==> src/rtl/hps_ext_master.sv <==
// rtl/hps_ext_master.sv - framed initiator for the HPS extension bus
module hps_ext_master #(
    parameter int SETUP_CYC = 2,
    parameter int GAP_CYC   = 1,
    parameter int TAIL_CYC  = 2
) (
    input  logic        clk_sys,
    input  logic        reset,
    // command side
    input  logic        cmd_valid,
    output logic        cmd_ready,
    input  logic [7:0]  cmd_code,
    input  logic [3:0]  cmd_len,
    input  logic        abort,
    // write data side
    input  logic [15:0] wdata,
    input  logic        wdata_valid,
    output logic        wdata_ready,
    // response side
    output logic [15:0] rdata,
    output logic        rdata_valid,
    output logic        done,
    output logic        unsup,
    output logic        aborted,
    // extension bus
    output logic        io_enable,
    output logic        io_strobe,
    output logic [15:0] io_din,
    input  logic [15:0] io_dout,
    input  logic        io_dout_en
);

    typedef enum logic [2:0] {
        S_IDLE   = 3'd0,
        S_SETUP  = 3'd1,
        S_STROBE = 3'd2,
        S_GAP    = 3'd3,
        S_TAIL   = 3'd4
    } state_t;

    localparam logic [7:0] SETUP_LAST = 8'(SETUP_CYC - 1);
    localparam logic [7:0] GAP_LAST   = 8'(GAP_CYC - 1);
    localparam logic [7:0] TAIL_LAST  = 8'(TAIL_CYC - 1);

    state_t      state_q, state_d;
    logic [7:0]  cnt_q;
    logic [7:0]  code_q;
    logic [3:0]  len_q;
    logic [3:0]  idx_q;
    logic [15:0] din_q;
    logic [15:0] rdata_q;
    logic        rdata_valid_q;
    logic        done_q;
    logic        unsup_q;
    logic        aborted_q;

    logic        accept;
    logic        in_frame;
    logic        gap_done;
    logic        last_word;
    logic        take;
    logic        wdata_ready_c;

    assign accept    = (state_q == S_IDLE) && cmd_valid;
    assign in_frame  = (state_q == S_SETUP) || (state_q == S_STROBE) || (state_q == S_GAP);
    assign gap_done  = (cnt_q >= GAP_LAST);
    assign last_word = (idx_q == len_q);
    // A data word is consumed exactly on the GAP -> STROBE transition
    assign take      = wdata_ready_c && wdata_valid;

    // State register; reset drops io_enable immediately because outputs decode state_q
    always_ff @(posedge clk_sys or posedge reset) begin
        if (reset) begin
            state_q <= S_IDLE;
        end else begin
            state_q <= state_d;
        end
    end

    // Next-state logic; abort wins over every in-frame transition
    always_comb begin
        state_d = state_q;
        unique case (state_q)
            S_IDLE: begin
                if (cmd_valid) begin
                    state_d = S_SETUP;
                end
            end
            S_SETUP: begin
                if (abort) begin
                    state_d = S_TAIL;
                end else if (cnt_q == SETUP_LAST) begin
                    state_d = S_STROBE;
                end
            end
            S_STROBE: begin
                if (abort) begin
                    state_d = S_TAIL;
                end else begin
                    state_d = S_GAP;
                end
            end
            S_GAP: begin
                if (abort) begin
                    state_d = S_TAIL;
                end else if (gap_done) begin
                    if (last_word) begin
                        state_d = S_TAIL;
                    end else if (wdata_valid) begin
                        state_d = S_STROBE;
                    end
                end
            end
            S_TAIL: begin
                if (cnt_q == TAIL_LAST) begin
                    state_d = S_IDLE;
                end
            end
            default: begin
                state_d = S_IDLE;
            end
        endcase
    end

    // Output decode; io_din is forced to zero whenever the frame is not enabled
    always_comb begin
        cmd_ready     = 1'b0;
        io_enable     = 1'b0;
        io_strobe     = 1'b0;
        io_din        = 16'h0000;
        wdata_ready_c = 1'b0;
        unique case (state_q)
            S_IDLE: begin
                cmd_ready = 1'b1;
            end
            S_SETUP: begin
                io_enable = 1'b1;
                io_din    = din_q;
            end
            S_STROBE: begin
                io_enable = 1'b1;
                io_strobe = 1'b1;
                io_din    = din_q;
            end
            S_GAP: begin
                io_enable     = 1'b1;
                io_din        = din_q;
                wdata_ready_c = gap_done && !last_word && !abort;
            end
            S_TAIL: begin
                io_enable = 1'b0;
            end
            default: begin
                cmd_ready = 1'b0;
            end
        endcase
    end

    assign wdata_ready = wdata_ready_c;

    // Per-state cycle counter: restarts on every state change, saturates during a GAP stall
    always_ff @(posedge clk_sys or posedge reset) begin
        if (reset) begin
            cnt_q <= 8'h00;
        end else if (state_d != state_q) begin
            cnt_q <= 8'h00;
        end else if (cnt_q != 8'hFF) begin
            cnt_q <= cnt_q + 8'h01;
        end
    end

    // Frame context: command latch, word index and the word presented on io_din
    always_ff @(posedge clk_sys or posedge reset) begin
        if (reset) begin
            code_q <= 8'h00;
            len_q  <= 4'h0;
            idx_q  <= 4'h0;
            din_q  <= 16'h0000;
        end else begin
            if (accept) begin
                code_q <= cmd_code;
                len_q  <= cmd_len;
                idx_q  <= 4'h0;
                din_q  <= 16'h0000;
            end else if ((state_q == S_SETUP) && (state_d == S_STROBE)) begin
                din_q <= {8'h00, code_q};
            end else if (take) begin
                din_q <= wdata;
                if (idx_q != 4'hF) begin
                    idx_q <= idx_q + 4'h1;
                end
            end
        end
    end

    // Response capture: io_dout seen during strobe k is the reply to strobe k-1
    always_ff @(posedge clk_sys or posedge reset) begin
        if (reset) begin
            rdata_q       <= 16'h0000;
            rdata_valid_q <= 1'b0;
        end else begin
            rdata_valid_q <= 1'b0;
            if ((state_q == S_STROBE) && (idx_q != 4'h0) && !abort) begin
                rdata_q       <= io_dout;
                rdata_valid_q <= 1'b1;
            end
        end
    end

    // Frame status flags, cleared on accept and held until the next one
    always_ff @(posedge clk_sys or posedge reset) begin
        if (reset) begin
            unsup_q   <= 1'b0;
            aborted_q <= 1'b0;
            done_q    <= 1'b0;
        end else begin
            done_q <= (state_q == S_TAIL) && (state_d == S_IDLE);
            if (accept) begin
                unsup_q   <= 1'b0;
                aborted_q <= 1'b0;
            end else begin
                if ((state_q == S_STROBE) && (idx_q == 4'h1) && !abort) begin
                    unsup_q <= ~io_dout_en;
                end
                if (in_frame && abort) begin
                    aborted_q <= 1'b1;
                end
            end
        end
    end

    assign rdata       = rdata_q;
    assign rdata_valid = rdata_valid_q;
    assign done        = done_q;
    assign unsup       = unsup_q;
    assign aborted     = aborted_q;

endmodule

==> config.mk <==
export PLATFORM = sky130hd
export DESIGN_NAME = hps_ext_master
export DESIGN_NICKNAME = d
export VERILOG_FILES = /design/src/rtl/hps_ext_master.sv
export SDC_FILE = /design/constraint.sdc
export NUM_CORES = 1
export LEC_CHECK = 0
export ABC_AREA = 1
export BUFFER_PORTS_ARGS = -buffer_cell sky130_fd_sc_hd__buf_2
export CORE_MARGIN = 2
export CORE_UTILIZATION = 52
export DETAILED_ROUTE_END_ITERATION = 6
export GPL_ROUTABILITY_DRIVEN = 0
export GPL_TIMING_DRIVEN = 0
export PLACE_DENSITY = 0.89
export SYNTH_ARGS = -nofsm -noshare
export SYNTH_HDL_FRONTEND = slang
export SYNTH_SLANG_ARGS = --single-unit
==> constraint.sdc <==
create_clock -name clk_sys -period 2.25 [get_ports clk_sys]
set_input_delay 0.5625 -clock clk_sys [delete_from_list [all_inputs] [get_ports clk_sys]]
set_output_delay 0.5625 -clock clk_sys [all_outputs]
set_load 0.01 [all_outputs]
==> flow_summary.yaml, run 1 <==
floorplan:
  start_util_pct: 54.0
  core_region_area_mm2: 0.00592
  io_pins: 90
  rows: 28
  die_height_um: 82.4
  die_w_um: 82.4
  dieArea_mm2: 0.00679
route:
  dr_total_vias: 2856
  ant_nets: 0
  via_per_inst: 5.00
  wl_per_cell_um: 12.4
  first_iter_violations: 163
  first_pass_iters: 4
  drc: 0
  wl_um: 7110
timing:
  fmax_mhz: 475
  rsz0062_at_grt: "false"
  worst_pin_slew_ns: 0.576
  finalSetupViolations: 0
  clock_skew_ns: 0.00900
  final_max_slew_viol_count: 0
  fin_crit_ns: 2.10
  period_share_pct: 93.5
  hold_violations: 0
  hold_slack_ns: 0.275
  max-slew-margin-rel_pct: 61.6
critical_path:
  crit_start: "state_q[2]"
  criticalPathCategory: "reg2out"
  path_cells: "nor2_4 > clkinv_2 > nor2_1 > buf_2"
  required_ns: 1.69
  cp-end-kind: "output port"
  cp.arrival_ns: 1.54
  crit_path_max_incr_delay_ns: 0.47
  cp_slowest_cell: "dfrtp_2"
  cp_max_fo: 17
  crit_path_start_kind: "flop"
  timing.rr.start: "cnt_q[1]"
min_path:
  min_path_type: "in2async"
yosys:
  synth_seq_cells: 63
  yosysSeqAreaShare_pct: 49.4
  ys_types: 31
  synthesis.nets: 445
  yosys.area.top_type_share_pct: 49.4
  synth_cells: 390
  yosys.area_share.simple_pct: 30.6
  synthFlopType: "dfrtp_1"
  netlist_area_mm2: 0.00319
  synthArstFlopShare_pct: 100
  yosysWarnings: 0
  synth-compound-area-share_pct: 9.71
  synthAdderAreaFrac_pct: 1.96
  synth_mux_area_share_pct: 0
  synth-xor-area-share_pct: 0.823
  synth_top_family_by_area: "simple AND/OR/NAND/NOR gates"
  ys_top_cells_by_area: "dfrtp_1 (49%), nand2_1 (15%), o21ai_2 (4.4%)"
  yosysTopAreaCell: "dfrtp_1"
  synth_edf_count: 0
  syn_avg_cell_area_um2: 8.19
cts:
  cts_buffers: 9
  hold_buffers: 0
  cts_tree: "done"
  clk_latency_ns: 0.34
  clk_path_buf_depth: 2
  clock-root-buffer: "clkbuf_8"
  cts-htree-levels: 3
  cts.sinks: 63
  path_clk_slew_ns: 0.07
global_route:
  gr-total-overflow: 0
  track_usage_pct: 21.6
  grt_max_degree: 38
  antenna_found_initial: 0
  grt_pass1_vias: 2572
  grt_pass1_wl_um: 11200
final_layout:
  final_util_pct: 67.2
  drive_gt1_share_pct: 36.1
  antenna_cells: 0
  fillers: 499
  area_growth_pct: 24.6
  finalNetCount: 546
run:
  cap_violations: 0
placement:
  dp_hpwl_um: 5300
  io_buffers: 89
pwr:
  p_sw_share_pct: 39.9
  peakVddDrop_mv: 0.571
  comb_power_share_pct: 40.0
  leakagePower_nw: 2.17
  clkPwrFrac_pct: 22.4
  pwr-share-seq_pct: 37.6
  switchingPower_mw: 1.80
  power_per_cell_area_mw_per_mm2: 1130
  p_int_mw: 2.70
outcome:
  status: "completed"
logic make-up after synthesis:
| kind of cell | after synthesis |
|---|---|
| AND/OR/NAND/NOR | 218 |
| flip-flops | 63 |
| buffers and inverters | 56 |
| AO/OA/AOI/OAI | 45 |
| adder cells (fa/ha/maj) | 5 |
| XOR/XNOR | 3 |
per-stage QoR:
| step | instances | setup slack [ns] | area [um^2] | setup TNS [ns] | total power [mW] |
|---|---|---|---|---|---|
| 2_1_floorplan | 390 | 0.118 | 3190 | 0 | 2.94 |
| 3_3_place_gp | 554 | -0.603 | 3730 | -37.83 | 3.38 |
| 3_5_place_dp | 555 | 0.148 | 3750 | 0 | 3.47 |
| 4_1_cts | 572 | 0.0163 | 3980 | 0 | 4.52 |
| 5_1_grt | 571 | 0.0354 | 3980 | 0 | 4.82 |
| 6_report | 571 | 0.145 | 3980 | 0 | 4.50 |
timing repair:
action / CTS / global route
hold endpoints to repair: 0 / 0
setup buffers: 1 / 0
resized for setup: 4 / 3
endpoints found under the setup margin: 11 / 10
synthesized netlist by cell type, types with 2 or more instances:
cell      count
o21ai_1       3
inv_1        34
a21oi_1      11
buf_2         4
ha_1          5
nand4_1       2
dfrtp_1      63
inv_2        11
nand3_1      23
xor2_1        2
nand2_2      11
clkbuf_1      2
nand3_2       3
nand2_1     131
nor2_2       10
o21ai_2      16
clkinv_1      2
o21ai_0      12
nand2_4       2
nor2_1       31
nor3_2        2
worst paths after layout:
check                      slack (ns)        end  cells after the start
max reg2reg                      0.48   din_q[6]                      8
min in group clk_sys             0.41  code_q[2]                      3
min reg2reg                      0.47  rdata[15]                      2
min                              0.27   rdata[6]                      2
max                              0.15  io_din[4]                      4
max in group asynchronous        1.38   cnt_q[4]                      3
state kept, by name, summed over array words and instances (netlist names):
| register | flops |
|---|---|
| din_q | 16 |
| rdata | 16 |
| cnt_q | 8 |
| code_q | 8 |
| idx_q | 4 |
| len_q | 4 |
| state_q | 3 |
| aborted | 1 |
| done | 1 |
| rdata_valid | 1 |
| unsup | 1 |
per-layer routing:
| metal | vias up | share of wire, % | global-route usage [%] |
|---|---|---|---|
| li1 | 1415 | - | - |
| met1 | 1342 | 42 | 27.0 |
| met2 | 88 | 51 | 34.8 |
| met3 | 11 | 6.3 | 6.09 |
| met4 | 0 | 1.5 | 9.83 |
| met5 | - | 0 | 0 |
layout by cell type, fill, tap and decap left out:
| master | netlist | layout |
|---|---|---|
| a21oi_1 | 11 | 11 |
| o21ai_2 | 16 | 16 |
| nor2_4 | 1 | 2 |
| nor3_2 | 2 | 2 |
| o21ai_4 | 1 | 1 |
| clkinv_2 | 0 | 3 |
| nand3b_1 | 1 | 1 |
| buf_4 | 1 | 2 |
| xor2_1 | 2 | 2 |
| clkinv_1 | 2 | 1 |
| inv_1 | 34 | 33 |
| nand3_2 | 3 | 3 |
| xnor2_1 | 1 | 1 |
| nand2_1 | 131 | 131 |
| nand4_1 | 2 | 2 |
| bufinv_16 | 0 | 1 |
| buf_6 | 1 | 1 |
| clkinvlp_4 | 0 | 1 |
| buf_12 | 1 | 2 |
| nand2_4 | 2 | 2 |
| clkbuf_8 | 0 | 11 |
| nand2_2 | 11 | 11 |
| clkinv_4 | 0 | 1 |
| ha_1 | 5 | 5 |
| buf_2 | 4 | 93 |
| nor2_2 | 10 | 11 |
| dfrtp_1 | 63 | 61 |
| inv_2 | 11 | 12 |
| o21ai_0 | 12 | 12 |
| clkbuf_1 | 2 | 1 |
| nand3_1 | 23 | 23 |
| o21ai_1 | 3 | 3 |
| nor2_1 | 31 | 29 |
| dfrtp_2 | 0 | 2 |
| o21a_1 | 1 | 1 |
| nand3_4 | 1 | 1 |
| a21oi_4 | 1 | 1 |
critical path: cells and delay by family, from the launching register on:
kind / cells / cell delay (ns)
buf+inv: 2 / 0.38
flops: 1 / 0.47
simple gates: 2 / 0.35
cell type report:
cell class,instances,area (um^2),share of cell area (%)
sequential,63,1580,39.7
inverter,47,178,4.47
clock inverter,5,56.3,1.42
multi-input combinational,271,1390,34.8
buffer,8,62.6,1.57
timing repair buffer,91,473,11.9
tap,75,93.8,2.36
clock buffer,11,151,3.81
power by group through the flow:
| stage | Sequential, mW | Combinational [mW] | Clock (mW) |
|---|---|---|---|
| after CTS | 1.68 | 1.82 | 1.03 |
| after floorplan | 1.71 | 1.23 | 0 |
| final | 1.69 | 1.80 | 1.01 |
| after global placement | 1.67 | 1.71 | 0 |
| after detailed placement | 1.69 | 1.78 | 0 |
| after global routing | 1.73 | 2.02 | 1.07 |
No activity file was read; power rests on OpenSTA's default activity.
==> run 2: changes to the inputs <==
--- a/config.mk
+++ b/config.mk
@@ -8,11 +8,11 @@
 export ABC_AREA = 1
 export BUFFER_PORTS_ARGS = -buffer_cell sky130_fd_sc_hd__buf_2
 export CORE_MARGIN = 2
-export CORE_UTILIZATION = 52
+export CORE_UTILIZATION = 28
 export DETAILED_ROUTE_END_ITERATION = 6
 export GPL_ROUTABILITY_DRIVEN = 0
 export GPL_TIMING_DRIVEN = 0
-export PLACE_DENSITY = 0.89
+export PLACE_DENSITY = 0.57
 export SYNTH_ARGS = -nofsm -noshare
 export SYNTH_HDL_FRONTEND = slang
 export SYNTH_SLANG_ARGS = --single-unit
==> run 2 against run 1 <==
Against the previous run:
- combinational power hardly changed
- clock-buffer cell count stayed put
- die area is 81% higher
- final cell count is 12% higher
- sequential power hardly changed
- register-to-register slack worse by 0.02 ns
- critical endpoint is now io_din[6]
- largest cell class unchanged
- largest power group unchanged
==> flow_summary.yaml, run 2 (synthesized netlist as in run 1, its figures left out) <==
critical_path:
  path_cells: "nor2_2 > inv_4 > clkbuf_4 > nor2_1 > buf_2"
  cp_slowest_cell: "dfrtp_1"
  cp.arrival_ns: 1.58
  crit_path_max_incr_delay_ns: 0.46
  path_buf_inv: 3
  cp_max_fo: 10
  rr_worst_depth: 8
  required_ns: 1.69
  crit_path_start_kind: "flop"
  rrSetupSlack_ns: 0.46
  critPathTopFamily: "flip-flops"
  timing.rr.start: "cnt_q[1]"
  cp-end-kind: "output port"
  criticalPathCategory: "reg2out"
  r2r-end: "din_q[3]"
final_layout:
  drive_gt1_share_pct: 35.6
  fin_cells: 640
  antenna_cells: 0
  postLayoutCellArea_mm2: 0.00413
  final_util_pct: 36.6
  finalNetCount: 548
  layout_common_cells: "nand2_1 (131), buf_2 (93), dfrtp_1 (62), inv_1 (33), nor2_1 (30)"
  area_growth_pct: 29.3
  final_common_cell: "nand2_1"
pwr:
  power_per_cell_area_mw_per_mm2: 1140
  peakVddDrop_mv: 0.409
  leakagePower_nw: 2.21
  finalPower_mw: 4.73
timing:
  hold_violations: 0
  fin_crit_ns: 2.14
  rsz0062_at_grt: "false"
  worst_pin_slew_ns: 0.606
  fmax_mhz: 468
  finalSetupViolations: 0
  max-slew-margin-rel_pct: 59.5
  final_max_slew_viol_count: 0
  period_share_pct: 95.0
  clock_skew_ns: 0.00679
cts:
  path_clk_slew_ns: 0.05
  cts.sinks: 63
  cts_tree: "done"
  cts-htree-levels: 3
  cts_buffers: 9
  clk_path_buf_depth: 2
  clk_latency_ns: 0.33
  clock-root-buffer: "clkbuf_16"
  hold_buffers: 0
route:
  first_pass_iters: 4
  via_per_inst: 4.29
  wl_per_cell_um: 11.9
  wl_um: 7620
  first_iter_violations: 172
  drc: 0
  ant_nets: 0
  dr_total_vias: 2748
floorplan:
  die_w_um: 111
  io_pins: 90
  core_region_area_mm2: 0.0113
  rows: 39
  die_height_um: 111
  dieArea_mm2: 0.0123
  start_util_pct: 28.3
global_route:
  grt_pass1_wl_um: 12900
  antenna_found_initial: 0
  grt_pass1_vias: 2719
  gr-total-overflow: 0
  grt_max_degree: 38
  track_usage_pct: 13.2
outcome:
  status: "completed"
min_path:
  min_path_type: "in2async"
placement:
  dp_hpwl_um: 5790
  place_inst: 623
  postPlaceCellArea_mm2: 0.00384
  io_buffers: 89
run:
  cap_violations: 0
run 2: repair_timing:
action / CTS / global route
buffers inserted: 0 / 2
hold endpoints to repair: 0 / 0
resized for setup: 5 / 1
endpoints found under the setup margin: 10 / 10
run 2: area by class of cell:
cell class | count | area [um^2]
clock inverter | 4 | 22.5
tap | 143 | 179
inverter | 47 | 179
sequential | 63 | 1580
clock buffer | 11 | 243
timing repair buffer | 92 | 480
multi-input combinational | 271 | 1380
buffer | 9 | 70.1
fill | 1190 | 7140
run 2: layer usage:
| metal | global-route usage [%] | wire length, um |
|---|---|---|
| met5 | 0 | 0 |
| met4 | 4.75 | 100 |
| met3 | 4.26 | 337 |
| met2 | 21.0 | 3620 |
| met1 | 16.8 | 3560 |
run 2: worst register-to-register path, cell delays in order, from the launching register on:
cell and delay, ns:
dfrtp_1 0.39, inv_1 0.07, ha_1 0.16, nand3_2 0.11, o21ai_4 0.29, nand2_2 0.23
nand3_4 0.19, buf_6 0.19, o21ai_2 0.06
run 2: per-stage QoR:
stage | TNS [ns] | hold slack (ns) | setup WS (ns)
after floorplan | 0 | 0.450 | 0.118
after global placement | -48.61 | 0.453 | -0.777
after detailed placement | 0 | 0.456 | 0.0772
after CTS | 0 | 0.321 | 0.00598
after global routing | 0 | 0.364 | 0.0134
final | 0 | 0.302 | 0.112
run 2: power by group:
group          switching [mW]  total (mW)  internal [mW]
combinational            1.12        1.79          0.672
clock                   0.491        1.25          0.762
sequential              0.204        1.68           1.48
run 2: worst max-delay path by stage:
| stage | end | from | cells past startpoint |
|---|---|---|---|
| 4_1_cts | io_din[6] | state_q[1] | 6 |
| 3_3_place_gp | din_q[14] | reset | 2 |
| 6_report | io_din[6] | state_q[2] | 5 |
| 5_1_grt | io_din[12] | state_q[0] | 6 |
| 2_1_floorplan | aborted | reset | 1 |
| 3_5_place_dp | io_din[6] | state_q[0] | 6 |
==> run 3: changes to the inputs <==
--- a/config.mk
+++ b/config.mk
@@ -7,7 +7,8 @@
 export LEC_CHECK = 0
 export ABC_AREA = 1
 export BUFFER_PORTS_ARGS = -buffer_cell sky130_fd_sc_hd__buf_2
-export CORE_MARGIN = 2
+export CORE_ASPECT_RATIO = 0.9
+export CORE_MARGIN = 4
 export CORE_UTILIZATION = 28
 export DETAILED_ROUTE_END_ITERATION = 6
 export GPL_ROUTABILITY_DRIVEN = 0
==> run 3 against run 2 <==
Against the previous run:
- clock-buffer cell count fell by 2
- sequential share of layout area fell by 0.35 points
- sequential power about the same
- clock power up 8%
- power increased by 2.7%
- design area rose by 1.0%
- flip-flop and latch count did not move
- worst setup slack better by 0.056 ns
- critical endpoint unchanged
- largest cell class unchanged
==> flow_summary.yaml, run 3 (synthesized netlist as in run 1, its figures left out) <==
outcome:
  status: "completed"
critical_path:
  cpMostUsedCell: "nor2_2"
  crit_path_start_kind: "flop"
  required_ns: 1.69
  cp-end-kind: "output port"
  criticalPathCategory: "reg2out"
  critPathTopFamily: "buffers and inverters"
  cp.arrival_ns: 1.52
  cp_max_fo: 10
  crit_path_max_incr_delay_ns: 0.43
  cp_slowest_cell: "dfrtp_2"
  path_buf_inv: 3
  path_cells: "nor2_2 > nor2_2 > inv_4 > clkbuf_4 > nor2_1 > buf_2"
global_route:
  track_usage_pct: 12.5
  gr-total-overflow: 0
  grt_max_degree: 41
  grt_pass1_vias: 2829
  antenna_found_initial: 0
  grt_pass1_wl_um: 13100
floorplan:
  die_w_um: 121
  start_util_pct: 29.1
  die_height_um: 109
  io_pins: 90
  dieArea_mm2: 0.0132
  rows: 36
  core_region_area_mm2: 0.0110
route:
  wl_per_cell_um: 12.1
  via_per_inst: 4.28
  first_pass_iters: 4
  ant_nets: 0
  dr_total_vias: 2776
  wl_um: 7840
  first_iter_violations: 124
  drc: 0
placement:
  io_buffers: 89
  dp_hpwl_um: 6020
  place_inst: 632
  postPlaceCellArea_mm2: 0.00385
final_layout:
  final_util_pct: 37.9
  finalNetCount: 547
  fin_cells: 649
  area_growth_pct: 30.6
  postLayoutCellArea_mm2: 0.00417
  final_common_cell: "nand2_1"
  layout_common_cells: "nand2_1 (131), buf_2 (93), dfrtp_1 (61), inv_1 (33), nor2_1 (29)"
  fillers: 1194
  antenna_cells: 0
  drive_gt1_share_pct: 36.2
pwr:
  power_per_cell_area_mw_per_mm2: 1160
  switchingPower_mw: 1.85
  p_sw_share_pct: 38.0
  p_int_mw: 3.01
  comb_power_share_pct: 37.7
  clkPwrFrac_pct: 27.7
  leakagePower_nw: 2.20
  pwr-share-seq_pct: 34.5
  peakVddDrop_mv: 0.425
timing:
  final_max_slew_viol_count: 0
  rsz0062_at_grt: "false"
  fin_crit_ns: 2.08
  hold_violations: 0
  max-slew-margin-rel_pct: 65.1
  period_share_pct: 92.5
  worst_pin_slew_ns: 0.523
  clock_skew_ns: 0.00796
  finalSetupViolations: 0
  fmax_mhz: 480
cts:
  cts-htree-levels: 3
  cts_tree: "done"
  clk_path_buf_depth: 2
  path_clk_slew_ns: 0.05
  clk_latency_ns: 0.32
  cts_buffers: 9
  hold_buffers: 0
  cts.sinks: 63
  clock-root-buffer: "clkbuf_16"
min_path:
  min_path_type: "in2async"
run:
  cap_violations: 0
-- run 3: cell count changes in the layout (fill, tap and decap cells not counted), sizes merged --
cell / before / now
buf: 99 / 98
bufinv: 0 / 1
clkbuf: 13 / 11
clkinv: 4 / 3
clkinvlp: 1 / 4
-- run 3: cell type report --
type,instances,area (um^2),area share (%)
Inverter,47,179,4.29
Sequential cell,63,1580,37.9
Buffer,9,70.1,1.68
Clock buffer,9,225,5.40
Tap cell,152,190,4.56
Multi-Input combinational cell,271,1380,33.1
Timing Repair Buffer,91,473,11.3
Clock inverter,7,73.8,1.77
-- run 3: worst reg2reg max path, stage by stage (launching register included) --
cell and delay [ns]:
dfrtp_1 0.39, inv_1 0.08, ha_1 0.16, nand3_2 0.11
o21ai_4 0.32, nand2_2 0.24, nand3_4 0.19, buf_6 0.19
o21ai_2 0.07
-- run 3: stage by stage --
stage / worst slack (ns) / total power, mW / hold slack (ns) / TNS [ns]
after floorplan: 0.118 / 2.94 / 0.450 / 0
after global placement: -0.811 / 3.46 / 0.448 / -50.73
after detailed placement: 0.0164 / 3.50 / 0.461 / 0
after CTS: 0.00530 / 4.91 / 0.284 / 0
after global routing: 0.0297 / 5.26 / 0.313 / 0
final: 0.169 / 4.86 / 0.273 / 0
-- run 3: worst paths after layout --
kind	from	endpoint	slack, ns	cells past startpoint
max	state_q[0]	io_din[6]	0.17	6
min	reset	rdata[14]	0.27	2
max reg2reg	cnt_q[1]	din_q[8]	0.40	8
min reg2reg	rdata[2]	rdata[2]	0.47	2
max in group asynchronous	reset	state_q[1]	1.36	3
min in group clk_sys	cmd_code[5]	code_q[5]	0.43	3
-- run 3: power groups by stage --
stage | Combinational, mW | Sequential [mW] | Clock (mW)
after global placement | 1.78 | 1.68 | 0
after global routing | 2.07 | 1.72 | 1.46
after detailed placement | 1.82 | 1.68 | 0
final | 1.83 | 1.68 | 1.35
after CTS | 1.84 | 1.67 | 1.40
after floorplan | 1.23 | 1.71 | 0
-- run 3: per-layer routing --
metal / vias to the layer above / GRT usage (%) / part of all wire (%)
met3: 9 / 4.78 / 6.6
li1: 1417 / - / -
met2: 67 / 20.5 / 48
met1: 1283 / 15.7 / 44
met5: - / 0 / 0
met4: 0 / 3.07 / 1.2
-- run 3: what timing repair did --
action	CTS	global route
setup buffers	0	1
gates resized for setup	5	3
endpoints found under the setup margin	16	10
pin swaps	0	1
